`config.mk`:
```
export PLATFORM = sky130hd
export DESIGN_NAME = instr_fetch_unit_flat
export DESIGN_NICKNAME = d
export VERILOG_FILES = /design/src/rtl/cpu_pkg.sv /design/src/rtl/instr_fetch_unit_if.sv /design/src/rtl/instr_fetch_unit_buffer.sv /design/src/rtl/instr_fetch_unit.sv /design/src/flat_wrapper.sv
export SDC_FILE = /design/constraint.sdc
export NUM_CORES = 1
export LEC_CHECK = 0
export CORE_MARGIN = 1
export CORE_UTILIZATION = 40
export CTS_CLUSTER_DIAMETER = 80
export DETAILED_ROUTE_END_ITERATION = 8
export GPL_ROUTABILITY_DRIVEN = 0
export SLEW_MARGIN = 40
export SYNTH_ARGS = -nofsm -noshare
export SYNTH_HDL_FRONTEND = slang
export SYNTH_SLANG_ARGS = --single-unit
export TNS_END_PERCENT = 50
```
`constraint.sdc`:
```
create_clock -name clk -period 4.3 [get_ports clk]
set_input_delay 0.645 -clock clk [delete_from_list [all_inputs] [get_ports clk]]
set_output_delay 0.645 -clock clk [all_outputs]
set_load 0.005 [all_outputs]
```
`src/rtl/cpu_pkg.sv`:
```
// Shared CPU constants: instruction width, opcode field position and the
// opcode values decoded by the control unit.
package cpu_pkg;
  localparam int INSTR_W    = 32;
  localparam int OPCODE_MSB = 31;
  localparam int OPCODE_LSB = 26;
  localparam int OPCODE_W   = OPCODE_MSB - OPCODE_LSB + 1;

  localparam logic [OPCODE_W-1:0] OPCODE_RTYPE = 6'h00;
  localparam logic [OPCODE_W-1:0] OPCODE_LW    = 6'h23;
  localparam logic [OPCODE_W-1:0] OPCODE_SW    = 6'h2B;
  localparam logic [OPCODE_W-1:0] OPCODE_BEQ   = 6'h04;

  localparam logic [INSTR_W-1:0]  NOP_INSTR    = 32'h0;
endpackage

```
`src/rtl/instr_fetch_unit_if.sv`:
```
// Fetch-stage bus bundles.
//  imem_if : instruction memory request/response (fetch unit is master)
//    imem_req, imem_addr -> memory ; imem_rvalid, imem_rdata <- memory
//  dec_if  : fetch -> decode handshake (fetch unit is master)
//    if_valid, if_instr, if_pc, if_opcode -> decode ; id_ready <- decode
interface imem_if #(parameter int ADDR_W = 32);
  import cpu_pkg::*;
  logic               imem_req;
  logic [ADDR_W-1:0]  imem_addr;
  logic               imem_rvalid;
  logic [INSTR_W-1:0] imem_rdata;

  modport master (output imem_req, imem_addr, input  imem_rvalid, imem_rdata);
  modport slave  (input  imem_req, imem_addr, output imem_rvalid, imem_rdata);
endinterface

interface dec_if #(parameter int ADDR_W = 32);
  import cpu_pkg::*;
  logic                if_valid;
  logic                id_ready;
  logic [INSTR_W-1:0]  if_instr;
  logic [ADDR_W-1:0]   if_pc;
  logic [OPCODE_W-1:0] if_opcode;

  modport master (output if_valid, if_instr, if_pc, if_opcode, input  id_ready);
  modport slave  (input  if_valid, if_instr, if_pc, if_opcode, output id_ready);
endinterface

```
`src/rtl/instr_fetch_unit_buffer.sv`:
```
// fetch_buffer: DEPTH-entry synchronous FIFO of {instr, pc}.
//  push/push_instr/push_pc : enqueue
//  pop                     : dequeue head (caller guarantees non-empty)
//  flush                   : empty the FIFO, overrides push/pop
//  head_instr/head_pc      : current head entry
//  count                   : occupancy, 0..DEPTH
module fetch_buffer
  import cpu_pkg::*;
#(
  parameter int DEPTH  = 2,
  parameter int ADDR_W = 32,
  localparam int CW    = $clog2(DEPTH + 1),
  localparam int PW    = (DEPTH > 1) ? $clog2(DEPTH) : 1
) (
  input  logic               clk,
  input  logic               rst_n,
  input  logic               push,
  input  logic [INSTR_W-1:0] push_instr,
  input  logic [ADDR_W-1:0]  push_pc,
  input  logic               pop,
  input  logic               flush,
  output logic [INSTR_W-1:0] head_instr,
  output logic [ADDR_W-1:0]  head_pc,
  output logic [CW-1:0]      count
);
  logic [DEPTH-1:0][INSTR_W-1:0] instr_q;
  logic [DEPTH-1:0][ADDR_W-1:0]  pc_q;
  logic [PW-1:0]                 wr_ptr, rd_ptr;

  function automatic logic [PW-1:0] ptr_inc(input logic [PW-1:0] p);
    return (p == PW'(DEPTH - 1)) ? '0 : p + PW'(1);
  endfunction

  always_ff @(posedge clk or negedge rst_n) begin
    if (!rst_n) begin
      instr_q <= '0;
      pc_q    <= '0;
      wr_ptr  <= '0;
      rd_ptr  <= '0;
      count   <= '0;
    end else if (flush) begin
      wr_ptr <= '0;
      rd_ptr <= '0;
      count  <= '0;
    end else begin
      if (push) begin
        instr_q[wr_ptr] <= push_instr;
        pc_q[wr_ptr]    <= push_pc;
        wr_ptr          <= ptr_inc(wr_ptr);
      end
      if (pop) rd_ptr <= ptr_inc(rd_ptr);
      unique case ({push, pop})
        2'b10:   count <= count + CW'(1);
        2'b01:   count <= count - CW'(1);
        default: count <= count;
      endcase
    end
  end

  assign head_instr = instr_q[rd_ptr];
  assign head_pc    = pc_q[rd_ptr];

  a_no_overflow: assert property (@(posedge clk) disable iff (!rst_n)
    (push && !flush && !pop) |-> (count != CW'(DEPTH)));
  a_no_underflow: assert property (@(posedge clk) disable iff (!rst_n)
    (pop && !flush) |-> (count != '0));
endmodule

```
`src/rtl/instr_fetch_unit.sv`:
```
// instr_fetch_unit: fetch stage. Owns the PC, issues word reads to imem under
// a credit limit, buffers in-order responses and hands them to decode.
// Redirects flush the buffer and mark every in-flight request for discard.
//  clk, rst_n                  : clock, async active-low reset
//  imem (imem_if.master)       : imem_req/imem_addr out, imem_rvalid/imem_rdata in
//  dec  (dec_if.master)        : if_valid/if_instr/if_pc/if_opcode out, id_ready in
//  redirect_valid, redirect_pc : taken branch / jump from execute
module instr_fetch_unit
  import cpu_pkg::*;
#(
  parameter int              ADDR_W   = 32,
  parameter int              DEPTH    = 2,
  parameter logic [ADDR_W-1:0] RESET_PC = '0
) (
  input  logic              clk,
  input  logic              rst_n,
  imem_if.master            imem,
  dec_if.master             dec,
  input  logic              redirect_valid,
  input  logic [ADDR_W-1:0] redirect_pc
);
  localparam int CW = $clog2(DEPTH + 1);

  logic [ADDR_W-1:0]  pc, resp_pc;
  logic [CW-1:0]      outstanding, drop_cnt, occ;
  logic [CW:0]        credit_used;
  logic               issue, drop_hit, push, pop;
  logic [INSTR_W-1:0] head_instr;
  logic [ADDR_W-1:0]  head_pc;

  // Outstanding requests plus buffered entries may never exceed DEPTH, so
  // every response is guaranteed a buffer slot. rst_n gates the request so
  // nothing is issued while reset is held.
  assign credit_used = {1'b0, outstanding} + {1'b0, occ};
  assign issue       = rst_n && !redirect_valid && (credit_used < (CW+1)'(DEPTH));
  assign drop_hit    = imem.imem_rvalid && (drop_cnt != '0);
  assign push        = imem.imem_rvalid && !drop_hit && !redirect_valid;
  assign pop         = dec.if_valid && dec.id_ready && !redirect_valid;

  assign imem.imem_req  = issue;
  assign imem.imem_addr = pc;

  always_ff @(posedge clk or negedge rst_n) begin
    if (!rst_n) begin
      pc          <= RESET_PC;
      resp_pc     <= RESET_PC;
      outstanding <= '0;
      drop_cnt    <= '0;
    end else begin
      unique case ({issue, imem.imem_rvalid})
        2'b10:   outstanding <= outstanding + CW'(1);
        2'b01:   outstanding <= outstanding - CW'(1);
        default: outstanding <= outstanding;
      endcase

      if (redirect_valid) begin
        // Everything still in flight after this cycle belongs to the old path.
        drop_cnt <= outstanding - CW'(imem.imem_rvalid);
        pc       <= redirect_pc;
        resp_pc  <= redirect_pc;
      end else begin
        drop_cnt <= drop_cnt - CW'(drop_hit);
        if (issue) pc      <= pc + ADDR_W'(4);
        if (push)  resp_pc <= resp_pc + ADDR_W'(4);
      end
    end
  end

  fetch_buffer #(.DEPTH(DEPTH), .ADDR_W(ADDR_W)) u_buf (
    .clk        (clk),
    .rst_n      (rst_n),
    .push       (push),
    .push_instr (imem.imem_rdata),
    .push_pc    (resp_pc),
    .pop        (pop),
    .flush      (redirect_valid),
    .head_instr (head_instr),
    .head_pc    (head_pc),
    .count      (occ)
  );

  // Outputs read as zero whenever nothing is presented.
  assign dec.if_valid  = (occ != '0);
  assign dec.if_instr  = dec.if_valid ? head_instr : NOP_INSTR;
  assign dec.if_pc     = dec.if_valid ? head_pc : '0;
  assign dec.if_opcode = dec.if_instr[OPCODE_MSB:OPCODE_LSB];

  a_rsp_has_req: assert property (@(posedge clk) disable iff (!rst_n)
    imem.imem_rvalid |-> (outstanding != '0));
  a_drop_le_out: assert property (@(posedge clk) disable iff (!rst_n)
    drop_cnt <= outstanding);
endmodule

```
`src/flat_wrapper.sv`:
```
// flat-port wrapper written by rule: the top's interface ports become plain ports
module instr_fetch_unit_flat import cpu_pkg::*;
#(
  parameter int              ADDR_W   = 32,
  parameter int              DEPTH    = 2,
  parameter logic [ADDR_W-1:0] RESET_PC = '0
)
  (clk, rst_n, redirect_valid, redirect_pc, imem_imem_req, imem_imem_addr, imem_imem_rvalid, imem_imem_rdata, dec_if_valid, dec_if_instr, dec_if_pc, dec_if_opcode, dec_id_ready);
  imem_if #(.ADDR_W(ADDR_W)) imem_i ();
  dec_if #(.ADDR_W(ADDR_W)) dec_i ();
  input  logic clk;
  input  logic rst_n;
  input  logic redirect_valid;
  input  logic [ADDR_W-1:0] redirect_pc;
  output wire logic [$bits(imem_i.imem_req)-1:0] imem_imem_req;
  output wire logic [$bits(imem_i.imem_addr)-1:0] imem_imem_addr;
  input wire logic [$bits(imem_i.imem_rvalid)-1:0] imem_imem_rvalid;
  input wire logic [$bits(imem_i.imem_rdata)-1:0] imem_imem_rdata;
  output wire logic [$bits(dec_i.if_valid)-1:0] dec_if_valid;
  output wire logic [$bits(dec_i.if_instr)-1:0] dec_if_instr;
  output wire logic [$bits(dec_i.if_pc)-1:0] dec_if_pc;
  output wire logic [$bits(dec_i.if_opcode)-1:0] dec_if_opcode;
  input wire logic [$bits(dec_i.id_ready)-1:0] dec_id_ready;
  assign imem_imem_req = imem_i.imem_req;
  assign imem_imem_addr = imem_i.imem_addr;
  assign imem_i.imem_rvalid = imem_imem_rvalid;
  assign imem_i.imem_rdata = imem_imem_rdata;
  assign dec_if_valid = dec_i.if_valid;
  assign dec_if_instr = dec_i.if_instr;
  assign dec_if_pc = dec_i.if_pc;
  assign dec_if_opcode = dec_i.if_opcode;
  assign dec_i.id_ready = dec_id_ready;
  instr_fetch_unit #(.ADDR_W(ADDR_W), .DEPTH(DEPTH), .RESET_PC(RESET_PC)) u_core (.clk(clk), .rst_n(rst_n), .imem(imem_i), .dec(dec_i), .redirect_valid(redirect_valid), .redirect_pc(redirect_pc));
endmodule
```
==> impl_results.md, run 1 <==
- Outcome: completed
- Worst slew pin tran: 0.844 ns
- Peak VDD IR: between 0.0002 and 0.00025 V
- Syn_nets: between 900 and 1,000
- CP arrival: 2.91 ns
- Cell with the largest stage delay on the worst path: nor3b_1
- First-pass DRT Iterations: 7
- Max_cap viols: 0
- Worst endpoint required time: about 3.7 ns
- Post-DP HPWL: 16,900 um
- Main flop type after synthesis: dfrtp_1
- Max_slew headroom: between 40 and 50%
- CP max stage delay: approximately 0.56 ns
- Area growth syn-to-layout: 26.1%
- Shortest period the worst path allows: about 3.6 ns
- Number of global-route vias before repair: 7,387
- Gr ovfl total: 0
- Yosys reg bits: 200
- Final hold slack: between 0.15 and 0.2 ns
- GRT Util Overall: about a fifth
- Syn Inst Count: about 900
- Power density cells: about 500 nW/um2
- Critical path type: reg2out
- Cell Chain, Critical Path: and2_1 -> fa_1 -> nor3b_1 -> nand2_1 -> inv_1 -> clkdlybuf4s50_1
- First-pass GRT wire length: around 40,000 um
- Crit share post-route: between 80% and 90%
- CTS resizes: 0
- Endpoints failing setup: 0
- Share of post-route cells with drive strength above 1: a little under an eighth
- Vias: roughly 7,500
- Hold Vio Cnt, Final: 0
- Ys Warns: 0
- Crit. End Element: output port
- Fin nets: between 1,000 and 1,500
- H-tree levels: 4
- PortBufs: about 170
- Number of inserted diodes: 0
- Die area: 25,600 um2
- Util after Layout: 51.7%
- WL per Instance: approximately 18 um
- Critical Path Fanout Max: 5
- I/O Pins: between 150 and 200
- Startpoint types: flip-flop
- ANT nets after route: 0
- Worst Path Buf+Inv: 2
- CP delay by family, top: simple AND/OR/NAND/NOR gates
- DR DRC count: 0
- Clk root buf: clkbuf_16
- Sequential share of the synthesized area: between 50% and 60%
- Max Clk Rate: approximately 280 MHz
- Site Rows: 57
- CTS tree: done
- Initial Util: approximately two fifths
- Final Skew: 0.0132 ns
- Post-CTS Hold Fix Bufs: 0
- Unrepaired setup endpoints after global routing: no
- Post-CTS setup buffer count: 0
- Reg clk slew, reported paths: about 0.080 ns
- Clock sinks: 200
- Number of distinct library cells after synthesis: 49
- Initial antenna violation count: 0
- Num CTS Buffers: 17
- Avg Cell Area, Syn: between 10 and 15 um2
- EDFF count, synth: 0
- PnR Total Power: about 6.3 mW
- Die W: roughly 160 um
- Vias/cell: roughly 5.4
- Die Y: between 150 and 200 um
- First DRT Iteration DRCs: 460
- Fin Setup TNS: 0 ns
- Pleak: approximately 5.0 nW
- Max clock buf depth: 2
- Core area: approximately 24,000 um2
- Routed wire length: about 25,000 um
- Pin count of the biggest net entering global routing: 80
- Synthesized cell area: around 10000 um2
- Synth async-reset ratio: between 90% and 100%
- R2R setup slack: around 1.4 ns
- Skew-Pair Late Insertion Delay: between 0.4 and 0.5 ns
- Max-slew violation count: 0
- Min-delay worst type: in2async
==> routing by layer <==
layer / part of all wire, % / global-route usage (%)
met4: 1.7 / 5.97
met3: 4.2 / 3.09
met2: 43 / 29.9
met5: 0 / 0
met1: 51 / 30.0
==> Yosys cell counts, types with 20 or more instances <==
master | count | area [um2]
and4_1 | 27 | 236
nor2_1 | 101 | 379
mux2i_1 | 68 | 681
inv_1 | 20 | 75.1
xnor2_1 | 20 | 175
nor3_1 | 26 | 130
mux2_1 | 64 | 721
nand4_1 | 25 | 156
nand3_1 | 23 | 115
dfrtp_1 | 200 | 5000
clkbuf_1 | 41 | 154
nand2_1 | 37 | 139
mux2_2 | 68 | 766
==> state kept, by name (all words and copies together) (netlist names) <==
name / cells
u_core.drop_cnt: 2
u_core.imem.imem_addr: 32
u_core.outstanding: 2
u_core.resp_pc: 32
u_core.u_buf.count: 2
u_core.u_buf.instr_q: 64
u_core.u_buf.pc_q: 64
u_core.u_buf.rd_ptr: 1
u_core.u_buf.wr_ptr: 1
==> layout by cell type, fill, tap and decap left out, types with 3 or more instances in the layout <==
cell and count:
clkdlybuf4s50_1 170, buf_12 3, inv_8 3, nand2_1 37, nand3_1 22, xnor2_1 20, nor4_2 3, nor3b_1 4
and3_1 8, o21ai_0 18, inv_1 19, nand4_1 25, o31a_1 4, nor2_1 100, clkinvlp_4 3, or3_1 4
xor2_1 7, clkbuf_16 17, and2_1 4, mux2i_1 68, a211o_1 3, or4_1 5, mux2_1 64, ha_1 5
nor3_1 26, a211oi_1 18, mux2_2 68, dfrtp_1 199, a31oi_1 9, a311oi_1 6, a21oi_1 9, buf_4 7
clkinv_4 3, and4_1 27, o21a_1 3, clkinv_2 3, o31ai_1 3, nor4_1 17, nand2b_1 6
==> kinds of logic after synthesis <==
group	Yosys count	share of synthesized area, %
and+or+nand+nor	302	16.1
DFF	200	50.1
muxes	200	21.7
AOI/OAI and AO/OA	82	5.61
xor gates and xnor gates	27	2.37
adders and majority gates	6	0.826
buffers and inverters	82	3.39
==> final timing paths <==
kind / startpoint / to / cells after the start
max in group asynchronous: rst_n / u_core.u_buf.pc_q[27]$_DFFE_PN0P_ / 2
max: u_core.u_buf.count[0]$_DFFE_PN0P_ / imem_imem_req / 6
min: rst_n / u_core.u_buf.instr_q[7]$_DFFE_PN0P_ / 1
max reg2reg: u_core.u_buf.count[0]$_DFFE_PN0P_ / u_core.imem.imem_addr[30]$_DFFE_PN0P_ / 6
min in group clk: u_core.u_buf.pc_q[54]$_DFFE_PN0P_ / u_core.u_buf.pc_q[54]$_DFFE_PN0P_ / 2
min reg2reg: u_core.u_buf.pc_q[54]$_DFFE_PN0P_ / u_core.u_buf.pc_q[54]$_DFFE_PN0P_ / 2
==> worst register-to-register path, cell delays in order (launching register included) <==
cell and delay [ns]:
dfrtp_1 0.46, and2_1 0.20, fa_1 0.49, or3b_1 0.57, nor4_1 0.60, a311oi_1 0.18, nor4_1 0.29
==> area by class of cell <==
class | count | area, um2
Clock buffer | 17 | 425
Clock inverter | 15 | 145
Fill cell | 2187 | 11800
Timing Repair Buffer | 184 | 1860
Sequential cell | 200 | 5010
Multi-Input combinational cell | 617 | 4690
Tap cell | 324 | 405
Inverter | 20 | 75.1
==> where the power goes <==
group / leakage [nW] / total [mW] / switching (mW) / internal, mW
Clock: 0.275 / 1.56 / 0.747 / 0.815
Combinational: 2.33 / 1.77 / 0.753 / 1.01
Sequential: 2.44 / 2.95 / 0.436 / 2.52
Total: 5.04 / 6.28 / 1.94 / 4.35
==> through the flow <==
stage	area, um2	setup slack [ns]	cells
global placement	12000	1.16	1345
global route	12600	0.570	1377
CTS	12600	0.713	1377
detailed placement	12000	1.14	1345
floorplan	10000	1.79	899
finish	12600	0.744	1377
Note: power is estimated with default switching activity, not from simulation.
==> run 2, diff against run 1 <==
clock period = 3.6 ns   (was 4.3 ns; I/O delays follow)
==> impl_results.md, run 2 (synthesis gave the netlist of run 1 again) <==
- Vias: 7,519 (was 7,450)
- Initial Util: 41.0% (unchanged)
- Unrepaired setup endpoints after global routing: no (unchanged)
- CP arrival: 2.56 ns (was 2.91 ns)
- Hold Vio Cnt, Final: 0 (unchanged)
- Post-CTS Hold Fix Bufs: 0 (unchanged)
- Clk root buf: clkbuf_16 (unchanged)
- Die W: 160 um (unchanged)
- Max Clk Rate: 322 MHz
- GRT Util Overall: 20.1% (about the same)
- First-pass GRT wire length: 41,000 um (was 40,600 um)
- Final worst slack: 0.499 ns (was 0.744 ns)
- Power density cells: 592 nW/um2 (was 498 nW/um2)
- Site Rows: 57 (unchanged)
- Final Skew: 0.0140 ns (was 0.0132 ns)
- CTS resizes: 0 (unchanged)
- Post-DP HPWL: 17,200 um (was 16,900 um)
- Gr ovfl total: 0 (unchanged)
- Sequential cell area: 5010 um2 (unchanged)
- Outcome: completed (unchanged)
- Filler Cells Inserted: 2,206 (was 2,187)
- Core area: 24,400 um2 (unchanged)
- Max_cap viols: 0 (unchanged)
- DP Cell Count: 1,353 (was 1,345)
- Fin Setup TNS: 0 ns (unchanged)
- Critical Path Fanout Max: 5 (unchanged)
- Number of inserted diodes: 0 (unchanged)
- Reg clk slew, reported paths: 0.07 ns (was 0.08 ns)
- Share of post-route cells with drive strength above 1: 12.4% (was 11.9%)
- Seq pwr share: 47.1% (was 47.0%)
- Regs by FF count: u_core.u_buf.instr_q x64, u_core.u_buf.pc_q x64 (unchanged)
- Routed wire length: 25,000 um (was 24,800 um)
- Multi-input logic area: 4690 um2 (about the same)
- Sw frac: 31.1% (was 30.8%)
- Post-CTS setup buffer count: 0 (unchanged)
- Fin nets: 1,123 (was 1,115)
- Startpoint types: flip-flop (unchanged)
- I/O Pins: 173 (unchanged)
- H-tree levels: 4 (unchanged)
- Crit share post-route: a little under nine tenths
- First DRT Iteration DRCs: 419 (was 460)
- Max-slew violation count: 0 (unchanged)
- Most frequent cells in the layout: dfrtp_1 (199), clkdlybuf4s50_1 (170), nor2_1 (100) (unchanged)
- Pleak: 5.07 nW (was 5.04 nW)
- Endpoints failing setup: 0 (unchanged)
- PortBufs: 172 (unchanged)
- DP Area: 12,100 um2 (was 12,000 um2)
- WL per Instance: 18.0 um (about the same)
- Pin count of the biggest net entering global routing: 72 (was 80)
- DR DRC count: 0 (unchanged)
- Vias/cell: 5.43 (was 5.41)
- Pre-CTS WS: 0.535 ns (was 1.14 ns)
- Worst slew pin tran: 0.736 ns (was 0.844 ns)
- ANT nets after route: 0 (unchanged)
- Crit. End Element: output port (unchanged)
- Shortest period the worst path allows: 3.10 ns
- Psw: 2.33 mW (was 1.94 mW)
- CTS tree: done (unchanged)
- Final Cell Area: 12,700 um2 (was 12,600 um2)
- Non-Filler Instances: 1,385 (was 1,377)
- Num CTS Buffers: 17 (unchanged)
- PnR Total Power: 7.49 mW (was 6.28 mW)
- Clock share of power: 24.2% (was 24.9%)
- Max clock buf depth: 2 (unchanged)
- Internal power: 5.16 mW (was 4.35 mW)
- Die area: 25,600 um2 (unchanged)
- Peak VDD IR: 0.000328 V (was 0.000207 V)
- Min-delay worst type: in2async (unchanged)
- Clock sinks: 200 (unchanged)
- Number of global-route vias before repair: 7,445 (was 7,387)
- Die Y: 160 um (unchanged)
- Skew-Pair Late Insertion Delay: 0.43 ns (about the same)
- Area growth syn-to-layout: 26.6% (was 26.1%)
- Max_slew headroom: 50.5% (was 43.3%)
- Commonest non-fill, non-tap cell in the layout: dfrtp_1 (unchanged)
- Initial antenna violation count: 0 (unchanged)
- Combinational share of power: 28.7% (was 28.1%)
- Critical path type: reg2out (unchanged)
- Worst endpoint required time: 3.06 ns (was 3.65 ns)
- First-pass DRT Iterations: 5 (was 7)
-- run 2: final timing paths --
kind	slack (ns)	end	cells past startpoint	startpoint
setup / recovery	0.50	imem_imem_req	6	u_core.u_buf.count[0]$_DFFE_PN0P_
hold / removal	0.04	u_core.u_buf.instr_q[4]$_DFFE_PN0P_	1	rst_n
setup reg to reg	0.69	u_core.imem.imem_addr[30]$_DFFE_PN0P_	6	u_core.u_buf.count[0]$_DFFE_PN0P_
hold reg to reg	0.48	u_core.u_buf.pc_q[54]$_DFFE_PN0P_	2	u_core.u_buf.pc_q[54]$_DFFE_PN0P_
max in group asynchronous	2.08	u_core.u_buf.instr_q[37]$_DFFE_PN0P_	3	rst_n
min in group clk	0.48	u_core.u_buf.pc_q[54]$_DFFE_PN0P_	2	u_core.u_buf.pc_q[54]$_DFFE_PN0P_
-- run 2: critical path: stages, from the launching register on --
cell and delay, ns:
dfrtp_1 0.46, and2_1 0.21, fa_1 0.48, nor3b_1 0.27
nand2_1 0.11, inv_1 0.08, clkdlybuf4s50_1 0.50
-- run 2: layout make-up --
class / count / share of cell area (%)
multi-input combinational: 617 / 37.0
tap: 324 / 3.20
timing repair buffer: 192 / 15.3
inverter: 20 / 0.593
clock buffer: 18 / 3.47
clock inverter: 14 / 0.899
sequential: 200 / 39.6
-- run 2: per-stage QoR --
step	util, %	hold WS (ns)
after floorplan	-	0.244
after global placement	49.6	0.464
after detailed placement	49.6	0.471
after CTS	51.9	0.0375
after global routing	51.9	0.0519
final	51.9	0.0371
-- run 2: metal layers --
metal  share of wire [%]  vias up  wire (um)  GRT usage (%)
met5                   0        -          0              0
met4                 1.4        0        349           5.76
met3                 5.0       25       1250           3.61
met2                  42      253      10600           29.5
met1                  51     3670      12800           30.2
li1                    -     3571          -              -
-- run 2: power groups by stage --
stage	registers, mW	clock network (mW)	logic (mW)
after floorplan	3.38	0	1.42
after global placement	3.55	0	2.13
after detailed placement	3.58	0	2.18
after CTS	3.53	1.87	2.19
after global routing	3.64	1.96	2.38
final	3.53	1.81	2.15
==> run 3, diff against run 2 <==
SYNTH_HIERARCHICAL = 1   (was not set)
==> impl_results.md, run 3 <==
- Critical path type: reg2out (unchanged)
- Pleak: 5.49 nW (was 5.07 nW)
- Synth async-reset ratio: 100% (unchanged)
- Die area: 26,800 um2 (was 25,600 um2)
- Max clock buf depth: 2 (unchanged)
- Hold Crit Endpoint: u_core/u_buf/instr_q[58]$_DFFE_PN0P_
- R2R setup slack: 0.58 ns (was 0.69 ns)
- Sequential share of the synthesized area: 47.9% (was 50.1%)
- Global routing usage on met2: 29.8% (was 29.5%)
- Commonest non-fill, non-tap cell in the layout: dfrtp_1 (unchanged)
- Fin nets: 1,093 (was 1,123)
- Vias/cell: 5.37 (was 5.43)
- Main flop type after synthesis: dfrtp_1 (unchanged)
- Site Rows: 58 (was 57)
- Reg-to-reg startpoint: u_core/u_buf/count[0]$_DFFE_PN0P_ (was u_core.u_buf.count[0]$_DFFE_PN0P_)
- Skew-Pair Late Insertion Delay: 0.44 ns (was 0.43 ns)
- Regs by FF count: u_core/u_buf/instr_q x64, u_core/u_buf/pc_q x64 (was u_core.u_buf.instr_q x64, u_core.u_buf.pc_q x64)
- Min-delay worst type: reg2reg (was in2async)
- Max_slew headroom: 52.5% (was 50.5%)
- Most frequent cells in the layout: dfrtp_1 (199), clkdlybuf4s50_1 (170), mux2_2 (142) (was dfrtp_1 (199), clkdlybuf4s50_1 (170), nor2_1 (100))
- Endpoints failing setup: 0 (unchanged)
- ANT nets after route: 0 (unchanged)
- PortBufs: 172 (unchanged)
- Final Skew: 0.0121 ns (was 0.0140 ns)
- Fin Setup TNS: 0 ns (unchanged)
- Initial Util: 41.1% (was 41.0%)
- Share of post-route cells with drive strength above 1: 25.7% (was 12.4%)
- Worst endpoint required time: 3.06 ns (about the same)
- Gr ovfl total: 0 (unchanged)
- GR peak layer: met2 (was met1)
- Number of global-route vias before repair: 7,207 (was 7,445)
- Vias: 7,308 (was 7,519)
- Util after Layout: 51.3% (was 51.9%)
- Post-DP HPWL: 16,900 um (was 17,200 um)
- Die W: 164 um (was 160 um)
- Hold path cells: 1
- Top cell type's share of synthesized area: 47.9% (was 50.1%)
- Synthesized cell area: 10,500 um2 (was 10000 um2)
- Syn Inst Count: 862 (was 899)
- Yosys reg bits: 200 (unchanged)
- H-tree levels: 4 (unchanged)
- DP Area: 12,400 um2 (was 12,100 um2)
- Peak VDD IR: 0.000293 V (was 0.000328 V)
- Syn_nets: 937 (was 974)
- Power density cells: 594 nW/um2 (was 592 nW/um2)
- WL per Instance: 18.3 um (was 18.0 um)
- First-pass GRT wire length: 40,700 um (was 41,000 um)
- Top post-synthesis cells by count: dfrtp_1 (200), mux2_2 (142), and2_1 (69) (was dfrtp_1 (200), nor2_1 (101), mux2_2 (68), mux2i_1 (68), mux2_1 (64))
- FF-to-FF End: u_core/imem.imem_addr[23]$_DFFE_PN0P_ (was u_core.imem.imem_addr[30]$_DFFE_PN0P_)
- DP Cell Count: 1,328 (was 1,353)
- Avg Cell Area, Syn: 12.1 um2 (was 11.1 um2)
- Die Y: 164 um (was 160 um)
- PnR Total Power: 7.74 mW (was 7.49 mW)
- First-pass DRT Iterations: 5 (unchanged)
- CP arrival: 2.66 ns (was 2.56 ns)
- First DRT Iteration DRCs: 384 (was 419)
- I/O Pins: 173 (unchanged)
- Final Cell Area: 13,000 um2 (was 12,700 um2)
- Ys Warns: 6 (was 0)
- Top-count cell post-synth: dfrtp_1 (unchanged)
- Max_cap viols: 0 (unchanged)
- Outcome: completed (unchanged)
- Initial antenna violation count: 0 (unchanged)
- Routed wire length: 24,900 um (was 25,000 um)
- Hold Vio Cnt, Final: 0 (unchanged)
- Non-Filler Instances: 1,361 (was 1,385)
- Synth area leader: dfrtp_1 (unchanged)
- Num CTS Buffers: 17 (unchanged)
- Clock sinks: 200 (unchanged)
- GR Util met1: 28.5% (was 30.2%)
- Min-Delay Startpoint: u_core/u_buf/instr_q[58]$_DFFE_PN0P_
- Leading post-synthesis cells by cell area: dfrtp_1 (48%), mux2_2 (15%), mux2_4 (8.6%) (was dfrtp_1 (50%), mux2_2 (7.7%), mux2_1 (7.2%))
- Unrepaired setup endpoints after global routing: no (unchanged)
- Critical Path Fanout Max: 6 (was 5)
- Number of distinct library cells after synthesis: 50 (was 49)
- EDFF count, synth: 0 (unchanged)
- Reg clk slew, reported paths: 0.08 ns (was 0.07 ns)
- Post-CTS setup buffer count: 0 (unchanged)
- Area growth syn-to-layout: 24.7% (was 26.6%)
- CTS tree: done (unchanged)
- Clk root buf: clkbuf_16 (unchanged)
- Met3 Use GR: 4.19% (was 3.61%)
- Core area: 25,400 um2 (was 24,400 um2)
- GRT Util Overall: 19.7% (was 20.1%)
- Shortest period the worst path allows: 3.20 ns (was 3.10 ns)
- Crit. End Element: output port (unchanged)
- Max Clk Rate: 313 MHz (was 322 MHz)
- Worst slew pin tran: 0.713 ns (was 0.736 ns)
- Number of inserted diodes: 0 (unchanged)
- DR DRC count: 0 (unchanged)
- Startpoint types: flip-flop (unchanged)
- Pin count of the biggest net entering global routing: 79 (was 72)
- R2R depth: 6 (unchanged)
- Max-slew violation count: 0 (unchanged)
- Crit share post-route: 88.8% (was 86.1%)
[run 3: cell types whose count changed in the layout (fill, tap and decap cells not counted), moves of 8 or more]
| cell | change |
|---|---|
| and4_1 | -13 |
| mux2_2 | +74 |
| o31ai_1 | +16 |
| mux2_4 | +60 |
| or4_1 | +15 |
| mux2i_1 | -67 |
| nand2_1 | -8 |
| mux2_1 | -64 |
| a211oi_1 | -11 |
| a31oi_1 | +19 |
| nor3_1 | -11 |
| and2_1 | +65 |
| nor2_1 | -67 |
[run 3: metal layers]
metal / vias to the layer above / routed length, um
met5: - / 0
met4: 0 / 286
met3: 19 / 1240
met1: 3630 / 12300
met2: 197 / 11100
li1: 3462 / -
[run 3: metrics by stage]
| step | hold slack [ns] | worst slack (ns) |
|---|---|---|
| after floorplan | 0.244 | 0.860 |
| after global placement | 0.417 | 0.531 |
| after detailed placement | 0.419 | 0.536 |
| after CTS | 0.504 | 0.387 |
| after global routing | 0.512 | 0.288 |
| final | 0.501 | 0.405 |
[run 3: area by class of cell]
type	instances	area, um2
Multi-Input combinational cell	592	4990
Inverter	13	48.8
Fill cell	2318	12400
Clock inverter	15	183
Clock buffer	17	425
Timing Repair Buffer	194	1970
Sequential cell	200	5010
Tap cell	330	413
[run 3: where the power goes]
part / switching [mW] / internal [mW] / leakage (nW)
clock: 0.950 / 1.00 / 0.297
sequential: 0.463 / 2.91 / 2.49
combinational: 0.823 / 1.59 / 2.71
[run 3: logic make-up after synthesis]
| group | synth area share, % |
|---|---|
| flops | 47.9 |
| fa+ha+maj | 0.790 |
| mux | 24.0 |
| simple gates | 15.1 |
| xor+xnor | 2.26 |
| compound gates | 5.53 |
| buf+inv | 4.43 |
[run 3: timing repair]
| action | 4_1_cts | 5_1_grt |
|---|---|---|
| endpoints found under the setup margin | 0 | 0 |
| gates resized for setup | 0 | 0 |
| hold endpoints to repair | 17 | 0 |
| hold buffers | 1 | 0 |
[run 3: worst max path at each step]
stage,from,end,slack [ns],depth (start not counted)
CTS,u_core/u_buf/count[0]$_DFFE_PN0P_,imem_imem_req,0.39,7
detailed placement,imem_imem_rvalid,u_core/u_buf/pc_q[22]$_DFFE_PN0P_,0.54,6
global placement,imem_imem_rvalid,u_core/u_buf/pc_q[4]$_DFFE_PN0P_,0.53,6
global route,u_core/u_buf/count[0]$_DFFE_PN0P_,imem_imem_req,0.29,7
finish,u_core/u_buf/count[0]$_DFFE_PN0P_,imem_imem_req,0.40,7
floorplan,u_core/u_buf/count[0]$_DFFE_PN0P_,u_core/imem.imem_addr[21]$_DFFE_PN0P_,0.86,7
[run 3: critical path: stages, from the launching register on]
cell             delay, ns
dfrtp_1               0.42
and2_1                0.18
fa_1                  0.51
nor3b_1               0.23
buf_4                 0.18
nand2_1               0.12
inv_1                 0.09
clkdlybuf4s50_1       0.50
